### config.mk
export PLATFORM = sky130hd
export DESIGN_NAME = stack_ctrl
export DESIGN_NICKNAME = d
export VERILOG_FILES = /design/src/rtl/stack_ctrl.sv
export SDC_FILE = /design/constraint.sdc
export NUM_CORES = 1
export LEC_CHECK = 0
export BUFFER_PORTS_ARGS = -buffer_cell sky130_fd_sc_hd__buf_2
export CAP_MARGIN = 5
export CORE_MARGIN = 2
export CORE_UTILIZATION = 53
export DETAILED_ROUTE_END_ITERATION = 12
export PLACE_DENSITY_LB_ADDON = 0.3
export SLEW_MARGIN = 0
export SYNTH_ARGS = -nofsm -noshare
export SYNTH_HDL_FRONTEND = slang
export SYNTH_SLANG_ARGS = --single-unit
### constraint.sdc
create_clock -name CLK -period 5.49 [get_ports CLK]
set_input_delay 0.549 -clock CLK [delete_from_list [all_inputs] [get_ports CLK]]
set_output_delay 0.549 -clock CLK [all_outputs]
set_load 0.005 [all_outputs]
### src/rtl/stack_ctrl.sv
// Stack sequencer owning a single-port scratch RAM (registered read, 1-cycle latency).
// Optional high-water-mark tracking is enabled with `define STACK_CTRL_HWM_EN.
module stack_ctrl #(
  parameter int ADDR_WIDTH = 8,
  parameter int DATA_WIDTH = 32
) (
  input  logic                  CLK,
  input  logic                  RST,
  input  logic                  cmd_valid,
  output logic                  cmd_ready,
  input  logic [1:0]            cmd_op,
  input  logic [DATA_WIDTH-1:0] cmd_wdata,
  output logic                  rsp_valid,
  output logic                  rsp_err,
  output logic [DATA_WIDTH-1:0] rsp_rdata,
  output logic [ADDR_WIDTH:0]   depth,
  output logic                  full,
  output logic                  empty,
  output logic [ADDR_WIDTH-1:0] ram_addr,
  output logic [DATA_WIDTH-1:0] ram_wdata,
  output logic                  ram_wen,
  input  logic [DATA_WIDTH-1:0] ram_rdata
`ifdef STACK_CTRL_HWM_EN
  ,
  output logic [ADDR_WIDTH:0]   hwm,
  input  logic                  hwm_clr
`endif
);

  localparam logic [1:0] OP_PUSH = 2'b00;
  localparam logic [1:0] OP_POP  = 2'b01;
  localparam logic [1:0] OP_PEEK = 2'b10;
  localparam logic [1:0] OP_POKE = 2'b11;

  typedef enum logic [2:0] {
    IDLE,
    WR,
    RD_ADDR,
    RD_WAIT,
    DONE
  } state_t;

  state_t                state_q, state_d;
  logic [ADDR_WIDTH:0]   sp_q, sp_d;
  logic [ADDR_WIDTH-1:0] ram_addr_q, ram_addr_d;
  logic [DATA_WIDTH-1:0] ram_wdata_q, ram_wdata_d;
  logic                  ram_wen_q, ram_wen_d;
  logic                  rsp_valid_q, rsp_valid_d;
  logic                  rsp_err_q, rsp_err_d;
  logic [DATA_WIDTH-1:0] rsp_rdata_q, rsp_rdata_d;

  logic [ADDR_WIDTH:0]   sp_inc;
  logic [ADDR_WIDTH:0]   sp_dec;
  logic                  cmd_err;

  // sp never exceeds capacity, so its MSB alone marks the full condition
  assign full      = sp_q[ADDR_WIDTH];
  assign empty     = (sp_q == '0);
  assign depth     = sp_q;
  assign sp_inc    = sp_q + {{ADDR_WIDTH{1'b0}}, 1'b1};
  assign sp_dec    = sp_q - {{ADDR_WIDTH{1'b0}}, 1'b1};
  assign cmd_ready = (state_q == IDLE) && !RST;
  assign cmd_err   = (cmd_op == OP_PUSH) ? full : empty;

  assign ram_addr  = ram_addr_q;
  assign ram_wdata = ram_wdata_q;
  assign ram_wen   = ram_wen_q;
  assign rsp_valid = rsp_valid_q;
  assign rsp_err   = rsp_err_q;
  assign rsp_rdata = rsp_rdata_q;

  always_comb begin
    state_d     = state_q;
    sp_d        = sp_q;
    ram_addr_d  = ram_addr_q;
    ram_wdata_d = ram_wdata_q;
    ram_wen_d   = 1'b0;
    rsp_valid_d = 1'b0;
    rsp_err_d   = 1'b0;
    rsp_rdata_d = rsp_rdata_q;

    unique case (state_q)
      IDLE: begin
        if (cmd_valid) begin
          if (cmd_err) begin
            state_d     = DONE;
            rsp_valid_d = 1'b1;
            rsp_err_d   = 1'b1;
            rsp_rdata_d = '0;
          end else begin
            unique case (cmd_op)
              OP_PUSH: begin
                sp_d        = sp_inc;
                ram_addr_d  = sp_q[ADDR_WIDTH-1:0];
                ram_wdata_d = cmd_wdata;
                ram_wen_d   = 1'b1;
                state_d     = WR;
              end
              OP_POKE: begin
                ram_addr_d  = sp_dec[ADDR_WIDTH-1:0];
                ram_wdata_d = cmd_wdata;
                ram_wen_d   = 1'b1;
                state_d     = WR;
              end
              OP_POP: begin
                sp_d       = sp_dec;
                ram_addr_d = sp_dec[ADDR_WIDTH-1:0];
                state_d    = RD_ADDR;
              end
              default: begin
                ram_addr_d = sp_dec[ADDR_WIDTH-1:0];
                state_d    = RD_ADDR;
              end
            endcase
          end
        end
      end
      WR: begin
        state_d     = DONE;
        rsp_valid_d = 1'b1;
        rsp_rdata_d = ram_wdata_q;
      end
      RD_ADDR: begin
        state_d = RD_WAIT;
      end
      RD_WAIT: begin
        state_d     = DONE;
        rsp_valid_d = 1'b1;
        rsp_rdata_d = ram_rdata;
      end
      default: begin
        state_d = IDLE;
      end
    endcase
  end

  always_ff @(posedge CLK) begin
    if (RST) begin
      state_q     <= IDLE;
      sp_q        <= '0;
      ram_addr_q  <= '0;
      ram_wdata_q <= '0;
      ram_wen_q   <= 1'b0;
      rsp_valid_q <= 1'b0;
      rsp_err_q   <= 1'b0;
      rsp_rdata_q <= '0;
    end else begin
      state_q     <= state_d;
      sp_q        <= sp_d;
      ram_addr_q  <= ram_addr_d;
      ram_wdata_q <= ram_wdata_d;
      ram_wen_q   <= ram_wen_d;
      rsp_valid_q <= rsp_valid_d;
      rsp_err_q   <= rsp_err_d;
      rsp_rdata_q <= rsp_rdata_d;
    end
  end

`ifdef STACK_CTRL_HWM_EN
  logic [ADDR_WIDTH:0] hwm_q, hwm_d;

  // A clear lands on the post-edge depth, even if a push happens in the same cycle
  always_comb begin
    hwm_d = hwm_q;
    if (hwm_clr) begin
      hwm_d = sp_d;
    end else if (sp_d > hwm_q) begin
      hwm_d = sp_d;
    end
  end

  always_ff @(posedge CLK) begin
    if (RST) begin
      hwm_q <= '0;
    end else begin
      hwm_q <= hwm_d;
    end
  end

  assign hwm = hwm_q;
`endif

endmodule

# After elaboration in Yosys (flattened, before gate mapping)
# Cells that the tools add are included.
word_totals:
  output_inout_bits: 87
  input_bits: 69
  wordCells: 49
  register_bits: 87
op_classes:
  n_reduce_logical: 15
  n_bitwise: 3
  n_eq_ne: 7
  add_sub_neg: 2
  mux: 14
op_table:
  columns: ["op", "n"]
  rows:
  - ["$pmux W32 S3", 1]
  - ["$mux W32", 2]
  - ["$pmux W9 S2", 1]
  - ["$add A9 B1 Y9 const B", 1]
  - ["$logic_not A9 Y1", 1]
  - ["$pmux W3 S3", 1]
  - ["$sub A9 B1 Y9 const B", 1]
  - ["$mux W8", 1]
  - ["$reduce_and A4 Y1", 2]
  - ["$eq A3 B2 Y1 const B", 2]
  - ["$mux W3", 2]
  - ["$reduce_and A3 Y1", 2]
  - ["$reduce_or A2 Y1", 3]
  - ["$mux W1", 4]
  - ["$ne A2 B2 Y1 const B", 2]
  - ["$reduce_or A4 Y1", 1]
  - ["$eq A3 B1 Y1 const B", 1]
  - ["$logic_not A3 Y1", 1]
  - ["$not A1 Y1", 3]
  - ["$reduce_bool A3 Y1", 1]
  - ["$eq A2 B1 Y1 const B", 1]
  - ["$eq A2 B2 Y1 const B", 1]
  - ["$logic_not A2 Y1", 1]
  - ["$mux W2", 1]
  - ["4 further kinds", 4]

# Longest topological paths before layout
# Gate-level depths: netlist of the first run.
depth:
  word_depth: 6
  mapped_depth: 8
  ltp_nobuf: 6

# Worst setup path after synthesis of the first run
# OpenSTA, ideal clock, no wires.
synth_timing:
  path_kind: "register to register"
  start: "register sp_q[0], in the netlist depth[0]"
  end: "register sp_q[6], in the netlist depth[6]"
  period_less_slack_ns: 2.298
  t_arrival_ns: 2.174
  setup_time_ns: 0.123
  path_buffers: 1
  stages_incl_launch_ff: 8
  t_required_ns: 5.367
  slack_ns: 3.192
  path_cell_list: "dfxtp_1 clkbuf_1 inv_1 ha_1 or4b_2 o211ai_2 a22oi_2 mux2_1"
synth_between:
  elab_chain_len: 4
  elab_cells_between_ends: 7
  cone_classes: "add/sub: 2; mux: 2; bitwise: 1; reduce/logical: 2"
synth_rtl:
  columns: ["item", "line", "rtl"]
  rows:
  - ["start: declaration", "44", "logic [ADDR_WIDTH:0] sp_q, sp_d;"]
  - ["start signal: assignment", "149", "sp_q <= sp_d;"]
  - ["branches (longest 4 deep; another with $sub A9 B1 Y9)", null, null]
# Several ways; the timed one is not identified.
# A chain may end at the register's enable or synchronous reset.

# Final worst setup path of the first run
layout_timing:
  start: "register sp_q[0], in the netlist depth[0]"
  end: "register ram_wdata_q[7], in the netlist ram_wdata[7]"
layout_between:
  elab_chain_len: 4
layout_rtl:
  columns: ["item", "line", "rtl"]
  rows:
  - ["$logic_not A9 Y1", "58", "assign empty = (sp_q == '0);"]
  - ["$mux W1", "63", "assign cmd_err = (cmd_op == OP_PUSH) ? full : empty;"]
  - ["$not A1 Y1 (no line)", null, null]
  - ["$reduce_and A4 Y1 (no line)", null, null]
  - ["end signal: assignment", "151", "ram_wdata_q <= ram_wdata_d;"]
  - ["end: declaration", "46", "logic [DATA_WIDTH-1:0] ram_wdata_q, ram_wdata_d;"]
# No other way between the ends.

==> results of run 1 <==
placed cells by master (no fill, tap or decap), drive strengths merged, types with 2 or more instances in the layout:
| cell | instances |
|---|---|
| ha | 4 |
| nand2 | 38 |
| a22oi | 3 |
| a32oi | 2 |
| clkbuf | 9 |
| nor4b | 2 |
| a211oi | 7 |
| nor4 | 4 |
| xnor2 | 6 |
| or4b | 2 |
| a311oi | 2 |
| mux2 | 38 |
| nand3 | 37 |
| nor2 | 22 |
| clkinvlp | 2 |
| mux2i | 3 |
| bufinv | 2 |
| xor2 | 2 |
| dfxtp | 87 |
| a21oi | 70 |
| nor2b | 9 |
| o211ai | 33 |
| nor3 | 6 |
| buf | 161 |
| o21ai | 36 |
| nand4 | 4 |
| inv | 8 |
| or4 | 2 |
| o21a | 2 |
| and2 | 3 |
flip-flops by register name, summed over array words and instances, names as in the netlist:
register and flops:
rsp_valid 1, rsp_err 1, ram_wdata 32, depth 9, ram_addr 8, rsp_rdata 32
state_q 3, ram_wen 1
cells in the mapped netlist, types with 2 or more instances:
library cell,instances
nand3_1,37
buf_6,3
xnor2_1,6
a211oi_1,7
clkbuf_1,41
nand2_1,38
nor2_1,22
xor2_1,2
or4_1,2
a22oi_2,3
a21oi_1,70
inv_1,6
mux2_2,35
and2_1,3
nor3_1,6
o21a_1,2
a32oi_1,2
dfxtp_1,87
nor4_1,3
o21ai_0,36
o211ai_1,32
nand4_1,4
buf_4,2
nor2b_1,9
ha_1,4
mux2_1,3
mux2i_1,3
buf_1,6
nor4b_2,2
power breakdown:
group	internal [W]	switching, W
Clock	0.000257	0.000233
Combinational	0.000139	0.000208
Sequential	0.000666	0.0000398
Total	0.00106	0.000481
worst max-delay path, cell delays in order (launching register included):
cell	delay, ns
dfxtp_1	0.41
inv_1	0.11
ha_1	0.26
nor4b_2	0.69
a311o_1	1.03
o21ai_0	0.22
a21oi_1	0.20
layer usage:
metal	share of wire [%]	vias to the layer above	global-route usage (%)
met2	46	162	42.3
li1	-	2021	-
met1	45	1939	36.5
met5	0	-	0
met3	7.4	19	4.92
met4	1.8	0	8.70
per-stage QoR:
| stage | total power (W) | cells | setup WS (ns) | hold slack (ns) |
|---|---|---|---|---|
| floorplan | 0.000945 | 495 | 3.19 | 0.480 |
| CTS | 0.00155 | 720 | 2.48 | 0.427 |
| global route | 0.00162 | 720 | 2.17 | 0.429 |
| finish | 0.00154 | 720 | 2.50 | 0.441 |
| detailed placement | 0.00107 | 705 | 2.50 | 0.477 |
| global placement | 0.00106 | 705 | 2.66 | 0.470 |
cell type report:
type,instances,area [sq um],area share (%)
clock inverter,6,92.6,1.77
multi-input combinational,349,2300,44.0
clock buffer,9,124,2.37
sequential,87,1740,33.3
timing repair buffer,161,821,15.7
tap,102,128,2.44
inverter,6,22.5,0.430
cells by family (layout without fill, tap and decap cells):
| kind of cell | count (synthesis) | in the layout | share of synthesized area, % |
|---|---|---|---|
| AND/OR/NAND/NOR | 136 | 136 | 16.3 |
| buffers and inverters | 59 | 182 | 5.94 |
| multiplexers | 41 | 41 | 10.8 |
| adder cells (fa/ha/maj) | 4 | 4 | 1.18 |
| flip-flops | 87 | 87 | 41.0 |
| XOR/XNOR | 8 | 8 | 1.65 |
| AO/OA/AOI/OAI | 160 | 160 | 23.2 |
worst paths after layout:
path | slack (ns) | cells past startpoint | from | endpoint
min reg2reg | 0.49 | 2 | rsp_rdata[12]$_SDFFE_PP0P_ | rsp_rdata[12]$_SDFFE_PP0P_
max | 2.50 | 6 | depth[0]$_SDFFE_PP0P_ | ram_wdata[7]$_SDFFE_PP0P_
max reg2reg | 2.50 | 6 | depth[0]$_SDFFE_PP0P_ | ram_wdata[7]$_SDFFE_PP0P_
min | 0.44 | 3 | cmd_wdata[21] | ram_wdata[21]$_SDFFE_PP0P_
==> qor.yml, run 1 <==
place:
  detailed_place_hpwl_microns: 8250
  place_area_sq_um: 5020
  gp_congestion: 0.895
  portBuffers: 155
layout:
  synthToLayoutAreaGrowth_pct: 23.0
  nFillCells: 711
  drive_above_1_share_pct: 36.6
  final_area_sq_um: 5230
  final_core_util_pct: 67.4
  antennaDiodeCount: 0
  nets: 687
sta:
  period_share_pct: 54.4
  setup_tns_ns: 0
  max_slew_margin_pct: 25.1
  max_freq_mhz: 335
  fin_crit_ns: 2.99
  tightest_slew_ns: 1.12
  hold_viol: 0
  finalClockSkew_ns: 0.00591
  setup_viol: 0
  rsz0062_at_grt: "no"
  slew_violations: 0
pwr:
  powerDensity_nw_per_um2: 295
  p_leak_nw: 2.25
  ir_worst_vdd_mv: 0.200
die:
  rows: 32
  chipWidth_microns: 93.6
  design.die.area_sq_um: 8760
  io_pins: 156
  dieHeight_microns: 93.6
  core_sq_um: 7770
  start_util_pct: 54.8
clock_tree:
  ctsHoldBuffers: 0
  post-cts-setup-buffers: 0
  h-tree-depth: 3
  cts-buffers-inserted: 9
  cts.clk_slew.worst_paths_ns: 0.09
  post_cts_resized: 0
  cts_tree: "built"
  root_buffer: "clkbuf_8"
  cts.sinks: 87
  clockBufferDepth: 2
  insertion_delay_ns: 0.35
worst_setup_path:
  worstPathRequired_ns: 5.77
  critPathLaunchType: "flop"
  cp-end-kind: "flop"
  critPathKind: "reg2reg"
  cp.arrival_ns: 3.27
  cp_max_fo: 33
routing:
  drt_iter0_drc: 252
  drc: 0
  ant_nets: 0
  routedWlPerCell_microns: 16.7
  wl_microns: 12000
  first_pass_iters: 4
  routed_via_density: 5.75
  vias: 4141
synth:
  postSynth.asyncResetShare_pct: 0
  yosysTopAreaCellShare_pct: 41.0
  synth.distinct_cells: 48
  ys_top_cells_by_area: "dfxtp_1 (41%), mux2_2 (9.3%), a21oi_1 (8.2%)"
  synth_edf_count: 0
  synth_flop_cell: "dfxtp_1"
  yosys.area.top_type: "dfxtp_1"
  ys_seq_area_share_pct: 41.0
  syn_inst: 495
  syn_area_sq_um: 4250
  synth_warnings: 0
  syn-num-nets: 568
  syn_avg_cell_area_sq_um: 8.59
  ys_seq_elements: 87
global_route:
  grt_max_degree: 58
  grt_pass1_vias: 3722
  overflow: 0
  grt_usage_pct: 26.6
  antenna_found_initial: 0
  grt_pass1_wl_microns: 18500
outcome:
  status: "completed"
job:
  drv_cap: 0
hold_path:
  hold_path.class: "in2reg"
Note: power is estimated with default switching activity, not from simulation.
==> inputs of run 2 (changes only) <==
--- a/config.mk
+++ b/config.mk
@@ -8,7 +8,7 @@
 export BUFFER_PORTS_ARGS = -buffer_cell sky130_fd_sc_hd__buf_2
 export CAP_MARGIN = 5
 export CORE_MARGIN = 2
-export CORE_UTILIZATION = 53
+export CORE_UTILIZATION = 45
 export DETAILED_ROUTE_END_ITERATION = 12
 export PLACE_DENSITY_LB_ADDON = 0.3
 export SLEW_MARGIN = 0
==> constraint.sdc (replaced) <==
create_clock -name CLK -period 2.7 [get_ports CLK]
set_input_delay 0.27 -clock CLK [delete_from_list [all_inputs] [get_ports CLK]]
set_output_delay 0.27 -clock CLK [all_outputs]
set_load 0.005 [all_outputs]
==> qor.yml, run 2 (same netlist as run 1, synthesis figures left out) <==
global_route:
  grt_max_degree: 37  # -36%
  grt_usage_pct: 22.8  # -3.8 points
  antenna_found_initial: 1  # +1
  overflow: 0  # unchanged
  grt_pass1_wl_microns: 18500  # -0.15%
  grt_pass1_vias: 3757  # +0.94%
routing:
  routed_via_density: 5.68  # -1.2%
  drt_iter0_drc: 190  # -25%
  first_pass_iters: 4  # unchanged
  ant_nets: 0  # unchanged
  drc: 0  # unchanged
  vias: 4192  # +1.2%
  wl_microns: 12300  # +2.0%
  routedWlPerCell_microns: 16.6  # -0.47%
clock_tree:
  insertion_delay_ns: 0.35  # about the same
  cts.sinks: 87  # unchanged
  cts.clk_slew.worst_paths_ns: 0.09  # about the same
  cts_tree: "built"
  ctsHoldBuffers: 0  # unchanged
  post-cts-setup-buffers: 0  # unchanged
  clockBufferDepth: 2  # unchanged
  post_cts_resized: 0  # unchanged
  cts-buffers-inserted: 9  # unchanged
  root_buffer: "clkbuf_8"
  h-tree-depth: 3  # unchanged
sta:
  max_slew_margin_pct: 47.6  # +22 points
  finalClockSkew_ns: 0.0123  # +0.00639 ns
  setup_tns_ns: 0  # unchanged
  period_share_pct: 90.6  # +36 points
  tightest_slew_ns: 0.784  # -0.339 ns
  max_freq_mhz: 409  # +22%
  slew_violations: 0  # unchanged
  setup_viol: 0  # unchanged
  rsz0062_at_grt: "no"
  hold_viol: 0  # unchanged
  fin_crit_ns: 2.45  # -0.541 ns
place:
  portBuffers: 155  # unchanged
  gp_congestion: 0.863  # -3.6%
  detailed_place_hpwl_microns: 8660  # +4.9%
worst_setup_path:
  cp-end-kind: "flop"
  critPathKind: "reg2reg"
  worst_path_max_delay_cell: "or4b_2"
  critPathMaxStageDelay_ns: 0.66  # -0.37 ns
  path_cells: "inv_1 > ha_1 > or4b_2 > o211ai_2 > nand2_1 > a221oi_1"
  critPathLaunchType: "flop"
  cp.arrival_ns: 2.70  # -0.57 ns
  worstPathRequired_ns: 2.95  # -2.82 ns
  cp_max_fo: 10  # -70%
job:
  drv_cap: 0  # unchanged
pwr:
  p_leak_nw: 2.30  # +2.3%
  total_power_w: 0.00317  # +110%
  ir_worst_vdd_mv: 0.297  # +49%
  powerDensity_nw_per_um2: 596  # +100%
layout:
  antennaDiodeCount: 0  # unchanged
  drive_above_1_share_pct: 37.2  # +0.59 points
  nFillCells: 868  # +22%
  final_common_cell: "buf_2"
  synthToLayoutAreaGrowth_pct: 25.2
  nets: 695  # +1.2%
  final_core_util_pct: 57.9  # -9.4 points
  final_cell_mix: "buf_2 (155), dfxtp_1 (86), a21oi_1 (70)"
die:
  rows: 35  # +9.4%
  core_sq_um: 9200  # +18%
  chipWidth_microns: 101  # +8.2%
  dieHeight_microns: 101  # +8.2%
  design.die.area_sq_um: 10200  # +17%
  start_util_pct: 46.2  # -8.5 points
  io_pins: 156  # unchanged
hold_path:
  hold_path.class: "in2reg"
outcome:
  status: "completed"
## run 2: cell count changes in the layout (fill, tap and decap cells not counted)
cell,previous run,this run
buf_12,0,2
clkbuf_1,0,2
clkinv_4,0,2
clkinvlp_4,2,0
buf_4,6,12
clkinv_2,0,1
inv_6,2,0
## run 2: through the flow
stage / hold slack [ns] / instances / worst slack (ns) / instance area (sq um)
after floorplan: 0.418 / 495 / 0.402 / 4250
after global placement: 0.470 / 722 / 0.370 / 5110
after detailed placement: 0.479 / 722 / 0.280 / 5110
after CTS: 0.154 / 738 / 0.253 / 5330
after global routing: 0.157 / 738 / 0.0179 / 5330
final: 0.164 / 738 / 0.255 / 5330
## run 2: cell type report
class / count / area [sq um] / area share, %
Clock inverter: 5 / 82.6 / 1.55
Clock buffer: 11 / 131 / 2.47
Timing Repair Buffer: 169 / 906 / 17.0
Sequential cell: 87 / 1740 / 32.7
Multi-Input combinational cell: 349 / 2300 / 43.2
Inverter: 6 / 22.5 / 0.423
Tap cell: 111 / 139 / 2.61
## run 2: per-layer routing
metal / GRT usage (%) / up-vias / part of all wire (%)
li1: - / 2039 / -
met5: 0 / - / 0.090
met3: 4.21 / 21 / 6.7
met1: 30.2 / 1967 / 44
met2: 37.7 / 163 / 48
met4: 7.07 / 2 / 1.3
## run 2: power breakdown
part           leakage [nW]  switching (W)  total [W]  internal, W
sequential            0.705      0.0000656    0.00142      0.00135
combinational          1.49       0.000451   0.000771     0.000320
clock                 0.107       0.000461   0.000985     0.000524
total                  2.30       0.000978    0.00317      0.00220
## run 2: worst max-delay path, delay by kind of cell (launching register included)
| kind | cells | cell delay (ns) |
|---|---|---|
| buffers and inverters | 1 | 0.10 |
| adders and majority gates | 1 | 0.26 |
| and+or+nand+nor | 2 | 0.83 |
| DFF | 1 | 0.40 |
| AOI/OAI and AO/OA | 2 | 0.74 |
## run 2: worst paths after layout
kind / startpoint / to / slack (ns) / depth (start not counted)
min: cmd_wdata[28] / ram_wdata[28]$_SDFFE_PP0P_ / 0.16 / 3
max reg2reg: depth[0]$_SDFFE_PP0P_ / depth[5]$_SDFFE_PP0P_ / 0.25 / 6
max: depth[0]$_SDFFE_PP0P_ / depth[5]$_SDFFE_PP0P_ / 0.25 / 6
min reg2reg: rsp_rdata[22]$_SDFFE_PP0P_ / rsp_rdata[22]$_SDFFE_PP0P_ / 0.49 / 2
